<file path="config.mk">
export PLATFORM = sky130hd
export DESIGN_NAME = result_drain
export DESIGN_NICKNAME = d
export VERILOG_FILES = /design/src/rtl/result_drain_pkg.sv /design/src/rtl/result_drain_row_serializer.sv /design/src/rtl/result_drain.sv
export SDC_FILE = /design/constraint.sdc
export NUM_CORES = 1
export LEC_CHECK = 0
export CAP_MARGIN = 20
export CORE_ASPECT_RATIO = 0.7
export CORE_MARGIN = 2
export CORE_UTILIZATION = 30
export DETAILED_ROUTE_END_ITERATION = 10
export DONT_BUFFER_PORTS = 1
export HOLD_SLACK_MARGIN = 0.08
export SKIP_LAST_GASP = 1
export SYNTH_ARGS = -nofsm -noshare
export SYNTH_HDL_FRONTEND = slang
export SYNTH_SLANG_ARGS = --single-unit
export TNS_END_PERCENT = 5
</file>
<file path="constraint.sdc">
create_clock -name clk -period 28.1 [get_ports clk]
set_input_delay 1.405 -clock clk [delete_from_list [all_inputs] [get_ports clk]]
set_output_delay 1.405 -clock clk [all_outputs]
set_load 0.01 [all_outputs]
</file>
<file path="src/rtl/result_drain_pkg.sv">
// Shared constants and FSM state type for the result-SRAM drain path.
// ROW_BW is also the result SRAM word width and the vector multiplier write width.
package result_drain_pkg;
    localparam int ADDRESSSIZE    = 10;
    localparam int PARTIAL_SUM_BW = 24;
    localparam int MATRIX_SIZE    = 32;
    localparam int ROW_BW         = PARTIAL_SUM_BW * MATRIX_SIZE;
    localparam int IDX_W          = $clog2(MATRIX_SIZE);

    typedef enum logic [2:0] {
        IDLE,
        READ,
        CAPT,
        SEND,
        FIN
    } drain_state_t;
endpackage

</file>
<file path="src/rtl/result_drain_row_serializer.sv">
// Row register that presents one element per advance, lowest element first,
// with an element index and a flag for the last element of the row.
module row_serializer
    import result_drain_pkg::*;
(
    input  logic                             clk,
    input  logic                             rst,
    input  logic                             i_clear,
    input  logic                             i_load,
    input  logic [ROW_BW-1:0]                i_row,
    input  logic                             i_advance,
    output logic signed [PARTIAL_SUM_BW-1:0] o_elem,
    output logic                             o_row_last
);
    logic [ROW_BW-1:0] r_row_p0;
    logic [IDX_W-1:0]  r_idx;

    // Row data: shift right one element per accepted beat
    always_ff @(posedge clk) begin
        if (i_load)
            r_row_p0 <= i_row;
        else if (i_advance)
            r_row_p0 <= {{PARTIAL_SUM_BW{1'b0}}, r_row_p0[ROW_BW-1:PARTIAL_SUM_BW]};
    end

    always_ff @(posedge clk) begin
        if (rst)
            r_idx <= '0;
        else if (i_clear || i_load)
            r_idx <= '0;
        else if (i_advance)
            r_idx <= r_idx + IDX_W'(1);
    end

    assign o_elem     = r_row_p0[PARTIAL_SUM_BW-1:0];
    assign o_row_last = (r_idx == IDX_W'(MATRIX_SIZE - 1));
endmodule

</file>
<file path="src/rtl/result_drain.sv">
// Drains a contiguous range of result-SRAM rows to a valid/ready element stream.
// Optional macro RESULT_DRAIN_RELU_EN clamps negative output elements to zero.
module result_drain
    import result_drain_pkg::*;
(
    input  logic                             clk,
    input  logic                             rst,
    input  logic                             start,
    input  logic [ADDRESSSIZE-1:0]           base_addr,
    input  logic [ADDRESSSIZE:0]             num_rows,
    output logic                             rd_en,
    output logic [ADDRESSSIZE-1:0]           rd_addr,
    input  logic [ROW_BW-1:0]                rd_data,
    output logic                             out_valid,
    input  logic                             out_ready,
    output logic signed [PARTIAL_SUM_BW-1:0] out_data,
    output logic                             out_row_last,
    output logic                             out_last,
    output logic                             busy,
    output logic                             done
);
    drain_state_t                     r_state;
    drain_state_t                     w_state_nxt;
    logic [ADDRESSSIZE-1:0]           r_addr;
    logic [ADDRESSSIZE:0]             r_rows_left;
    logic                             w_start_ok;
    logic                             w_fire;
    logic                             w_load;
    logic                             w_row_last;
    logic                             w_final_row;
    logic signed [PARTIAL_SUM_BW-1:0] w_elem;

    function automatic logic signed [PARTIAL_SUM_BW-1:0] relu(
        input logic signed [PARTIAL_SUM_BW-1:0] x
    );
`ifdef RESULT_DRAIN_RELU_EN
        return x[PARTIAL_SUM_BW-1] ? '0 : x;
`else
        return x;
`endif
    endfunction

    assign w_start_ok  = (r_state == IDLE) && start;
    assign w_fire      = (r_state == SEND) && out_ready;
    assign w_load      = (r_state == CAPT);
    assign w_final_row = (r_rows_left == (ADDRESSSIZE + 1)'(1));

    row_serializer u_ser (
        .clk        (clk),
        .rst        (rst),
        .i_clear    (w_start_ok),
        .i_load     (w_load),
        .i_row      (rd_data),
        .i_advance  (w_fire),
        .o_elem     (w_elem),
        .o_row_last (w_row_last)
    );

    always_ff @(posedge clk) begin
        if (rst)
            r_state <= IDLE;
        else
            r_state <= w_state_nxt;
    end

    // Row address wraps naturally at the address width
    always_ff @(posedge clk) begin
        if (w_start_ok) begin
            r_addr      <= base_addr;
            r_rows_left <= num_rows;
        end else if (w_fire && w_row_last && !w_final_row) begin
            r_addr      <= r_addr + ADDRESSSIZE'(1);
            r_rows_left <= r_rows_left - (ADDRESSSIZE + 1)'(1);
        end
    end

    always_comb begin
        w_state_nxt  = r_state;
        rd_en        = 1'b0;
        rd_addr      = '0;
        out_valid    = 1'b0;
        out_data     = '0;
        out_row_last = 1'b0;
        out_last     = 1'b0;
        busy         = 1'b1;
        done         = 1'b0;
        unique case (r_state)
            IDLE: begin
                busy = 1'b0;
                if (start)
                    w_state_nxt = (num_rows == '0) ? FIN : READ;
            end
            READ: begin
                rd_en       = 1'b1;
                rd_addr     = r_addr;
                w_state_nxt = CAPT;
            end
            CAPT: w_state_nxt = SEND;
            SEND: begin
                out_valid    = 1'b1;
                out_data     = relu(w_elem);
                out_row_last = w_row_last;
                out_last     = w_row_last && w_final_row;
                if (out_ready && w_row_last)
                    w_state_nxt = w_final_row ? FIN : READ;
            end
            FIN: begin
                done        = 1'b1;
                w_state_nxt = IDLE;
            end
            default: w_state_nxt = IDLE;
        endcase
    end
endmodule

</file>
==> reports/metrics.csv, run 1 <==
stage,metric,value,unit
worst_setup_path,crit_buf_inv,3,
placed_design,place_ws,22.49,ns
worst_setup_path,startpoint_type,input pin,
floorplan,die_x,407,microns
drt,post_drt_wl_per_cell,24.8,microns
timing,setup_tns,0,ns
global_routing,first_global_vias,16600,
synthesis,avgSynthCellArea,18.6,sq um
floorplan,initial_core_util,0.303,
clocking,ctsHoldBuffers,0,
worst_setup_path,path_max_fanout,84,
floorplan,rows,103,
timing,setup_violations,0,
clocking,cts_tree,built,
synthesis,synth-edff-count,789,
timing,drv_slew,0,
worst_setup_path,path_cells,"nand4b_1, nand2b_4, buf_4, buf_4, buf_4",
drt,drt_iter0_drc,1208,
timing,maxSlewHeadroom,0.143,
synthesis,synth-seq-cells,797,
clocking,clkLatencyLatePin,0.66,ns
synthesis,ys_warn_count,0,
timing,finalHoldViolCount,0,
timing,rsz0062_at_grt,no,
worst_setup_path,crit_slowest_cell,buf_4,
worst_setup_path,critPathMaxStageDelay,0.92,ns
placed_design,io_buffer_count,0,
synthesis,ys.flop_type,edfxtp_1,
clocking,cts_max_path_buffers,3,
cells_and_area,final_common_cell,edfxtp_1,
power_and_ir_drop,power_density,79.3,mW/mm^2
floorplan,die-area,0.117,sq mm
drt,ant_nets,0,
flow_run,cap_violations,0,
synthesis,postSynth.asyncResetShare,0,
placed_design,globalplace.congestion,0.906,
floorplan,ioPinCount,833,
clocking,cts_resized,0,
timing,worst_pin_slew,1.29,ns
clocking,numCtsBuffers,81,
global_routing,grt_use_total,0.141,
synthesis,ys_seq_area_frac,0.698,
clocking,path_clk_slew,0.06,ns
cells_and_area,area_growth,11.9,%
timing,period_share,0.175,
hold_path,min_path_type,reg -> reg,
global_routing,grt_pass1_wl,119000,microns
clocking,cts_setup_buffers,0,
synthesis,syn_nets,2632,
worst_setup_path,cp.required,28.36,ns
worst_setup_path,cp.arrival,5.18,ns
cells_and_area,drive_gt1_frac,0.348,
synthesis,synth.distinct_cells,38,
global_routing,grt_max_degree,227,
floorplan,die_h,286,microns
cells_and_area,num-nets-final,2637,
synthesis,synth_area,0.0342,sq mm
worst_setup_path,cpMostUsedCell,buf_4,
outcome,status,"finished, final reports clean",
cells_and_area,final_cell_mix,"edfxtp_1 (789), mux2_2 (529), mux2_1 (215)",
timing,timing.fmax,203,MHz
floorplan,design.core.area,0.113,sq mm
worst_setup_path,ff2ff_setup_slack,23.32,ns
power_and_ir_drop,power_leakage,11.9,nW
drt,wirelength,86200,microns
synthesis,synthCells,1834,
timing,setup_ws,23.18,ns
worst_setup_path,end_kind,register,
drt,firstDrtPassIters,5,
worst_setup_path,crit_type,in -> reg,
global_routing,antenna_found_initial,103,
drt,num_vias,16000,
power_and_ir_drop,power,3.03,mW
clocking,cts-htree-levels,3,
placed_design,dpl.hpwl,63000,microns
drt,drc_errors,0,
global_routing,gr-total-overflow,0,
drt,via_per_inst,4.61,
timing,min_period,4.92,ns
timing,fin_skew,0.0300,ns
clocking,cts-root-buf,clkbuf_16,
worst_setup_path,critPathTopFamily,buffers and inverters,
power_and_ir_drop,vdd_drop_max,0.0451,mV
cells_and_area,num-fill-cells,10700,
clocking,cts_sinks,797,
-- metrics by stage --
step	cell area [sq um]	util	hold slack, ns	instances
floorplan	34200	-	0.437	1834
global placement	35500	0.314	0.449	3275
detailed placement	35500	0.314	0.474	3276
CTS	38100	0.337	0.482	3422
global route	38200	0.338	0.508	3459
finish	38200	0.339	0.489	3475
-- metal layers --
layer / GRT usage / vias to the layer above / wire, microns
met3: 0.0622 / 222 / 8130
met2: 0.243 / 663 / 43500
met5: 0 / - / 420
li1: - / 7222 / -
met4: 0.0535 / 68 / 2860
met1: 0.153 / 7845 / 31300
-- power by group --
part | leakage [nW] | internal (mW) | switching (mW) | total (mW)
combinational | 3.34 | 0.181 | 0.205 | 0.386
clock | 1.25 | 0.592 | 0.470 | 1.06
sequential | 7.35 | 1.53 | 0.0536 | 1.58
-- cell usage after synthesis (5+ instances only) --
cell	count	area, sq um
buf_6	31	349
xor2_1	9	78.8
nand2_1	26	97.6
xnor2_1	10	87.6
nor2_1	15	56.3
o21ai_0	16	80.1
buf_2	14	70.1
a21oi_1	8	40.0
dfxtp_1	8	160
mux2_1	215	2420
and2_1	60	375
clkbuf_1	7	26.3
ha_1	5	62.6
mux2_2	529	5960
buf_4	42	315
edfxtp_1	789	23700
nand3_1	14	70.1
-- final cells by class --
class	instances	area (sq um)	area share
Antenna cell	51	128	0.00334
Clock buffer	102	2140	0.0559
Clock inverter	44	440	0.0115
Inverter	4	15.0	0.000393
Multi-Input combinational cell	937	9560	0.250
Sequential cell	797	23900	0.624
Tap cell	1522	1900	0.0498
Timing Repair Buffer	18	210	0.00550
-- cells by family (layout without fill, tap and decap cells) --
| group | after synthesis | count (layout) | synth area share |
|---|---|---|---|
| flops | 797 | 797 | 0.698 |
| xor+xnor | 19 | 19 | 0.00487 |
| fa+ha+maj | 5 | 5 | 0.00183 |
| simple gates | 140 | 140 | 0.0227 |
| buf+inv | 100 | 168 | 0.0230 |
| mux | 744 | 744 | 0.245 |
| other cells | 0 | 51 | 0 |
| compound gates | 29 | 29 | 0.00469 |
-- tightest hold or removal path: stages, from the launching register on --
cell and delay (ns):
dfxtp_1 0.32, nand2_1 0.06, a21oi_1 0.06
-- worst paths after layout --
| path | startpoint | end | depth (start not counted) |
|---|---|---|---|
| setup / recovery | out_ready | u_ser.r_row_p0[557] | 5 |
| hold / removal | u_ser.r_idx[4] | u_ser.r_idx[4] | 2 |
| hold reg to reg | u_ser.r_idx[4] | u_ser.r_idx[4] | 2 |
| setup reg to reg | r_state[0] | u_ser.r_row_p0[557] | 5 |
-- sequential cells by signal, summed over array words and instances (netlist names) --
name / cells
r_rows_left: 11
r_addr: 10
u_ser.r_row_p0: 768
u_ser.r_idx: 5
r_state: 3
Note: power is estimated with default switching activity, not from simulation.
==> inputs of run 2 (changes only) <==
--- a/config.mk
+++ b/config.mk
@@ -5,6 +5,7 @@
 export SDC_FILE = /design/constraint.sdc
 export NUM_CORES = 1
 export LEC_CHECK = 0
+export ABC_AREA = 1
 export CAP_MARGIN = 20
 export CORE_ASPECT_RATIO = 0.7
 export CORE_MARGIN = 2
==> constraint.sdc (replaced) <==
create_clock -name clk -period 4.55 [get_ports clk]
set_input_delay 0.2275 -clock clk [delete_from_list [all_inputs] [get_ports clk]]
set_output_delay 0.2275 -clock clk [all_outputs]
set_load 0.01 [all_outputs]
==> reports/metrics.csv, run 2 <==
stage,metric,value,unit,change
synthesis,yosys.area_share.xor_xnor,0.00153,,was 0.00487
synthesis,syn_nets,4297,,was 2632
placed_design,io_buffer_count,0,,unchanged
synthesis,synth.distinct_cells,27,,was 38
synthesis,avgSynthCellArea,9.80,sq um,was 18.6 sq um
drt,firstDrtPassIters,8,,was 5
clocking,cts_max_path_buffers,3,,unchanged
drt,num_vias,27200,,was 16000
synthesis,synth_area,0.0343,sq mm,was 0.0342 sq mm
synthesis,synth-seq-cells,797,,unchanged
timing,fin_skew,0.0215,ns,was 0.0300 ns
cells_and_area,num-fill-cells,10300,,was 10700
clocking,cts_sinks,797,,unchanged
drt,ant_nets,0,,unchanged
cells_and_area,final_common_cell,nand2_1,,was edfxtp_1
floorplan,ioPinCount,833,,unchanged
synthesis,synth-edff-count,789,,unchanged
timing,setup_violations,0,,unchanged
synthesis,synth_compound_area_frac,0.00635,,was 0.00469
synthesis,yosys.area.top_type,edfxtp_1,,unchanged
global_routing,gr-total-overflow,0,,unchanged
placed_design,dpl.hpwl,71300,microns,was 63000 microns
power_and_ir_drop,power_density,635,mW/mm^2,was 79.3 mW/mm^2
synthesis,yosysMostFrequentCell,nand2_1,,was edfxtp_1
floorplan,design.core.area,0.113,sq mm,about the same
outcome,status,"finished, final reports clean",,unchanged
drt,post_drt_wl_per_cell,19.0,microns,was 24.8 microns
clocking,cts_setup_buffers,0,,unchanged
synthesis,synth_top_family_by_area,simple AND/OR/NAND/NOR gates,,was multiplexers
power_and_ir_drop,vdd_drop_max,0.437,mV,was 0.0451 mV
cells_and_area,num-nets-final,5046,,was 2637
floorplan,die-area,0.117,sq mm,about the same
clocking,clkLatencyLatePin,0.63,ns,was 0.66 ns
synthesis,ys_seq_area_frac,0.695,,was 0.698
timing,worst_pin_slew,1.19,ns,was 1.29 ns
worst_setup_path,cp.required,5.13,ns,was 28.36 ns
clocking,cts_tree,built,,unchanged
global_routing,grt_use_total,0.182,,was 0.141
cells_and_area,final_cell_mix,"nand2_1 (2277), dlygate4sd3_1 (796), edfxtp_1 (789)",,"was edfxtp_1 (789), mux2_2 (529), mux2_1 (215)"
timing,timing.fmax,319,MHz,
worst_setup_path,crit_type,in -> reg,,unchanged
floorplan,initial_core_util,0.304,,was 0.303
clocking,cts-htree-levels,3,,unchanged
cells_and_area,fin_area,0.0465,sq mm,was 0.0382 sq mm
power_and_ir_drop,power_leakage,19.4,nW,was 11.9 nW
synthesis,ys.flop_type,edfxtp_1,,unchanged
synthesis,postSynth.asyncResetShare,0,,unchanged
global_routing,first_global_vias,27200,,was 16600
worst_setup_path,path_max_fanout,2,,was 84
cells_and_area,area_growth,35.6,%,was 11.9%
floorplan,rows,103,,unchanged
synthesis,ys_warn_count,0,,unchanged
cells_and_area,largestRegisters,"u_ser.r_row_p0 x768, r_rows_left x11, r_addr x10",,unchanged
cells_and_area,drive_gt1_frac,0.0385,,was 0.348
floorplan,die_x,408,microns,was 407 microns
timing,drv_slew,0,,unchanged
worst_setup_path,end_kind,register,,unchanged
timing,maxSlewHeadroom,0.205,,was 0.143
drt,via_per_inst,4.66,,was 4.61
cells_and_area,layout.cells.non_filler,5847,,was 3475
power_and_ir_drop,power,29.5,mW,was 3.03 mW
timing,setup_tns,0,ns,unchanged
drt,wirelength,111000,microns,was 86200 microns
placed_design,globalplace.congestion,0.870,,was 0.906
drt,drc_errors,0,,unchanged
cells_and_area,regArea,0.0239,sq mm,unchanged
clocking,cts-root-buf,clkbuf_16,,unchanged
timing,rsz0062_at_grt,no,,unchanged
cells_and_area,largest_register_ffs,768,,unchanged
clocking,cts_resized,0,,unchanged
clocking,path_clk_slew,0.06,ns,about the same
worst_setup_path,cp.arrival,3.72,ns,was 5.18 ns
global_routing,antenna_found_initial,11,,was 103
cells_and_area,multiInputGateArea,0.00940,sq mm,was 0.00956 sq mm
synthesis,synth.mux.area_fraction,0,,was 0.245
global_routing,grt_pass1_wl,163000,microns,was 119000 microns
placed_design,place_area,0.0360,sq mm,was 0.0355 sq mm
timing,period_share,0.690,,
flow_run,cap_violations,0,,unchanged
placed_design,dp.cells,4892,,was 3276
hold_path,min_path_type,in -> reg,,was reg -> reg
synthesis,synth_area_leaders,"edfxtp_1 (69%), nand2_1 (25%), buf_2 (1.1%)",,"was edfxtp_1 (69%), mux2_2 (17%), mux2_1 (7.1%)"
cells_and_area,top_register,u_ser.r_row_p0,,unchanged
drt,drt_iter0_drc,2820,,was 1208
timing,min_period,3.14,ns,
synthesis,synthCells,3499,,was 1834
floorplan,die_h,287,microns,was 286 microns
timing,timing.hold.ws,0.293,ns,was 0.489 ns
timing,finalHoldViolCount,0,,unchanged
worst_setup_path,startpoint_type,input pin,,unchanged
synthesis,yosys.area_share.simple,0.264,,was 0.0227
synthesis,synth_top_cells_by_count,"nand2_1 (2278), edfxtp_1 (789), clkbuf_1 (88)",,"was edfxtp_1 (789), mux2_2 (529), mux2_1 (215)"
synthesis,synth_fa_ha_area_frac,0.00182,,was 0.00183
synthesis,synth_top_area_frac,0.691,,was 0.693
clocking,numCtsBuffers,80,,was 81
global_routing,grt_max_degree,217,,was 227
run 2: cell count changes in the layout (fill, tap and decap cells not counted), sizes merged, moves of 8 or more:
cell	previous run	this run
buf	18	45
xnor2	10	2
nand2	26	2278
dlygate4sd3	0	796
nor2	15	88
mux2	744	0
diode	51	14
inv	9	93
and2	60	1
run 2: worst max-delay path: stages:
cell,delay [ns]
dlygate4sd3_1,0.57
or2_2,0.28
dlygate4sd3_1,0.55
nor2_1,0.15
dlygate4sd3_1,0.58
nand3_1,0.07
dlygate4sd3_1,0.59
a21oi_1,0.15
dlygate4sd3_1,0.56
run 2: metal layers:
metal | vias up | GRT usage | wire, microns
met5 | - | 0 | 73
met3 | 338 | 0.0419 | 9170
met2 | 1455 | 0.305 | 53800
met1 | 12700 | 0.225 | 43400
met4 | 10 | 0.0783 | 4930
li1 | 12700 | - | -
run 2: metrics by stage:
stage          utilization  setup WS, ns
6_report             0.412          1.41
5_1_grt              0.411          1.35
4_1_cts              0.411          1.57
3_5_place_dp         0.319          2.05
3_3_place_gp         0.319          2.07
2_1_floorplan            -       0.00781
run 2: kinds of logic (layout without fill, tap and decap cells):
group / after synthesis / in the layout
AND/OR/NAND/NOR: 2393 / 2393
flip-flops: 797 / 797
buffers and inverters: 259 / 1071
AO/OA/AOI/OAI: 39 / 39
XOR/XNOR: 6 / 6
adder cells (fa/ha/maj): 5 / 5
other: 0 / 14
run 2: power by group:
part	internal (mW)	switching, mW
combinational	2.77	6.57
sequential	12.7	1.02
clock	3.55	2.94
run 2: worst paths after layout:
kind,slack (ns),cells after the start,endpoint,from
worst min register to register,0.48,2,u_ser.r_idx[3],u_ser.r_idx[3]
worst max register to register,2.00,6,u_ser.r_row_p0[462],r_state[2]
worst max-delay path,1.41,9,r_state[2],num_rows[6]
worst min-delay path,0.29,2,r_state[1],rst
run 2: area by class of cell:
| type | count | share of cell area |
|---|---|---|
| Inverter | 85 | 0.00702 |
| Clock inverter | 43 | 0.00863 |
| Timing Repair Buffer | 841 | 0.183 |
| Clock buffer | 102 | 0.0452 |
| Multi-Input combinational cell | 2443 | 0.202 |
| Sequential cell | 797 | 0.513 |
| Antenna cell | 14 | 0.000753 |
| Tap cell | 1522 | 0.0409 |
run 2: timing repair:
item / 4_1_cts / 5_1_grt
setup endpoints to repair: 0 / 0
hold buffers: 796 / 0
endpoints found under the hold margin: 797 / 0
==> inputs of run 3 (changes only) <==
==> constraint.sdc (replaced) <==
create_clock -name clk -period 2.82 [get_ports clk]
set_input_delay 0.141 -clock clk [delete_from_list [all_inputs] [get_ports clk]]
set_output_delay 0.141 -clock clk [all_outputs]
set_load 0.01 [all_outputs]
==> reports/metrics.csv, run 3 (synthesized netlist as in run 2, its figures left out) <==
stage,metric,value,unit,change
outcome,status,"finished, final reports clean",,unchanged
clocking,clkLatencyLatePin,0.66,ns,was 0.63 ns
drt,firstDrtPassIters,8,,unchanged
cells_and_area,largest_register_ffs,768,,unchanged
hold_path,min_path_type,in -> reg,,unchanged
timing,finalHoldViolCount,0,,unchanged
timing,worst_pin_slew,0.847,ns,was 1.19 ns
timing,maxSlewHeadroom,0.435,,was 0.205
timing,fin_skew,0.0199,ns,was 0.0215 ns
clocking,cts_tree,built,,unchanged
clocking,numCtsBuffers,84,,was 80
placed_design,dp.cells,4922,,was 4892
timing,timing.fmax,367,MHz,
clocking,cts-root-buf,clkbuf_16,,unchanged
clocking,cts_sinks,797,,unchanged
clocking,cts_max_path_buffers,3,,unchanged
global_routing,antenna_found_initial,17,,was 11
cells_and_area,final_cell_mix,"nand2_1 (2277), dlygate4sd3_1 (807), edfxtp_1 (789)",,"was nand2_1 (2277), dlygate4sd3_1 (796), edfxtp_1 (789)"
clocking,cts_setup_buffers,0,,unchanged
worst_setup_path,cp.arrival,3.12,ns,was 3.72 ns
placed_design,globalplace.congestion,0.902,,was 0.870
power_and_ir_drop,vdd_drop_max,0.580,mV,was 0.437 mV
drt,ant_nets,0,,unchanged
drt,via_per_inst,4.63,,was 4.66
global_routing,gr-total-overflow,0,,unchanged
floorplan,rows,103,,unchanged
global_routing,first_global_vias,27700,,was 27200
floorplan,die_h,287,microns,unchanged
floorplan,initial_core_util,0.304,,unchanged
placed_design,io_buffer_count,0,,unchanged
worst_setup_path,crit_type,reg -> reg,,was in -> reg
power_and_ir_drop,power_leakage,19.7,nW,was 19.4 nW
global_routing,grt_use_total,0.183,,was 0.182
floorplan,die_x,408,microns,unchanged
flow_run,cap_violations,0,,unchanged
clocking,path_clk_slew,0.07,ns,was 0.06 ns
cells_and_area,top_register,u_ser.r_row_p0,,unchanged
worst_setup_path,cp.required,3.22,ns,was 5.13 ns
worst_setup_path,path_max_fanout,11,,was 2
drt,wirelength,113000,microns,was 111000 microns
cells_and_area,final_common_cell,nand2_1,,unchanged
cells_and_area,layout.cells.non_filler,5896,,was 5847
timing,rsz0062_at_grt,yes,,was no
timing,period_share,0.965,,
cells_and_area,area_growth,37.5,%,was 35.6%
timing,drv_slew,0,,unchanged
floorplan,design.core.area,0.113,sq mm,unchanged
timing,timing.hold.ws,0.207,ns,was 0.293 ns
global_routing,grt_max_degree,141,,was 217
timing,min_period,2.72,ns,
drt,post_drt_wl_per_cell,19.1,microns,was 19.0 microns
worst_setup_path,startpoint_type,register,,was input pin
power_and_ir_drop,power_density,1030,mW/mm^2,was 635 mW/mm^2
floorplan,die-area,0.117,sq mm,unchanged
cells_and_area,num-nets-final,5091,,was 5046
floorplan,ioPinCount,833,,unchanged
placed_design,dpl.hpwl,74100,microns,was 71300 microns
cells_and_area,num-fill-cells,10300,,about the same
cells_and_area,fin_util,0.417,,was 0.412
drt,drc_errors,0,,unchanged
drt,drt_iter0_drc,2473,,was 2820
clocking,cts-htree-levels,3,,unchanged
worst_setup_path,end_kind,register,,unchanged
cells_and_area,largestRegisters,"u_ser.r_row_p0 x768, r_rows_left x11, r_addr x10",,unchanged
global_routing,grt_pass1_wl,165000,microns,was 163000 microns
cells_and_area,drive_gt1_frac,0.0475,,was 0.0385
timing,setup_violations,0,,unchanged
drt,num_vias,27300,,was 27200
-- run 3: through the flow --
step                      power, mW  worst slack [ns]  TNS [ns]  cell area, sq um
after global routing           51.5           -0.0245   -0.0245             47200
final                          48.5            0.0981         0             47200
after global placement         36.2             0.737         0             36400
after floorplan                30.0             -1.48  -1135.12             34400
after detailed placement       36.5             0.704         0             36400
after CTS                      48.6            0.0643         0             47100
-- run 3: worst paths after layout --
| path | cells past startpoint | to | slack (ns) | start |
|---|---|---|---|---|
| max | 6 | r_addr[8] | 0.1 | r_state[1] |
| min | 3 | u_ser.r_row_p0[600] | 0.21 | rd_data[600] |
| max reg2reg | 6 | r_addr[8] | 0.1 | r_state[1] |
| min reg2reg | 2 | u_ser.r_idx[3] | 0.48 | u_ser.r_idx[3] |
-- run 3: final cells by class --
class,count,area (sq um),area share
Tap cell,1522,1900,0.0404
Clock inverter,51,465,0.00987
Timing Repair Buffer,882,9020,0.191
Multi-Input combinational cell,2443,9410,0.199
Antenna cell,14,35.0,0.000743
Clock buffer,102,2170,0.0460
Sequential cell,797,23900,0.506
Inverter,85,327,0.00692
-- run 3: worst max-delay path, cell delays in order (launching register included) --
cell	delay, ns
dfxtp_2	0.36
nor3_1	0.38
nand2_1	0.38
nor2_1	0.17
dlygate4sd3_1	0.56
a31oi_1	0.04
dlygate4sd3_1	0.58
-- run 3: layer usage --
layer  vias to the layer above  part of all wire  GRT usage
li1                      12800                 -          -
met3                       266             0.076     0.0473
met5                         -           0.00095          0
met2                      1207              0.48      0.303
met4                        16             0.040     0.0757
met1                     13000              0.40      0.229
-- run 3: what timing repair did --
| action | CTS | global route |
|---|---|---|
| hold buffers | 805 | 3 |
| hold endpoints to repair | 818 | 1 |
| resized for setup | 0 | 1 |
| setup endpoints to repair | 0 | 2 |
-- run 3: where the power goes --
part / total, mW / internal [mW] / switching (mW) / leakage, nW
clock: 10.9 / 6.01 / 4.89 / 1.28
combinational: 15.5 / 4.96 / 10.6 / 11.1
sequential: 22.1 / 20.5 / 1.61 / 7.37
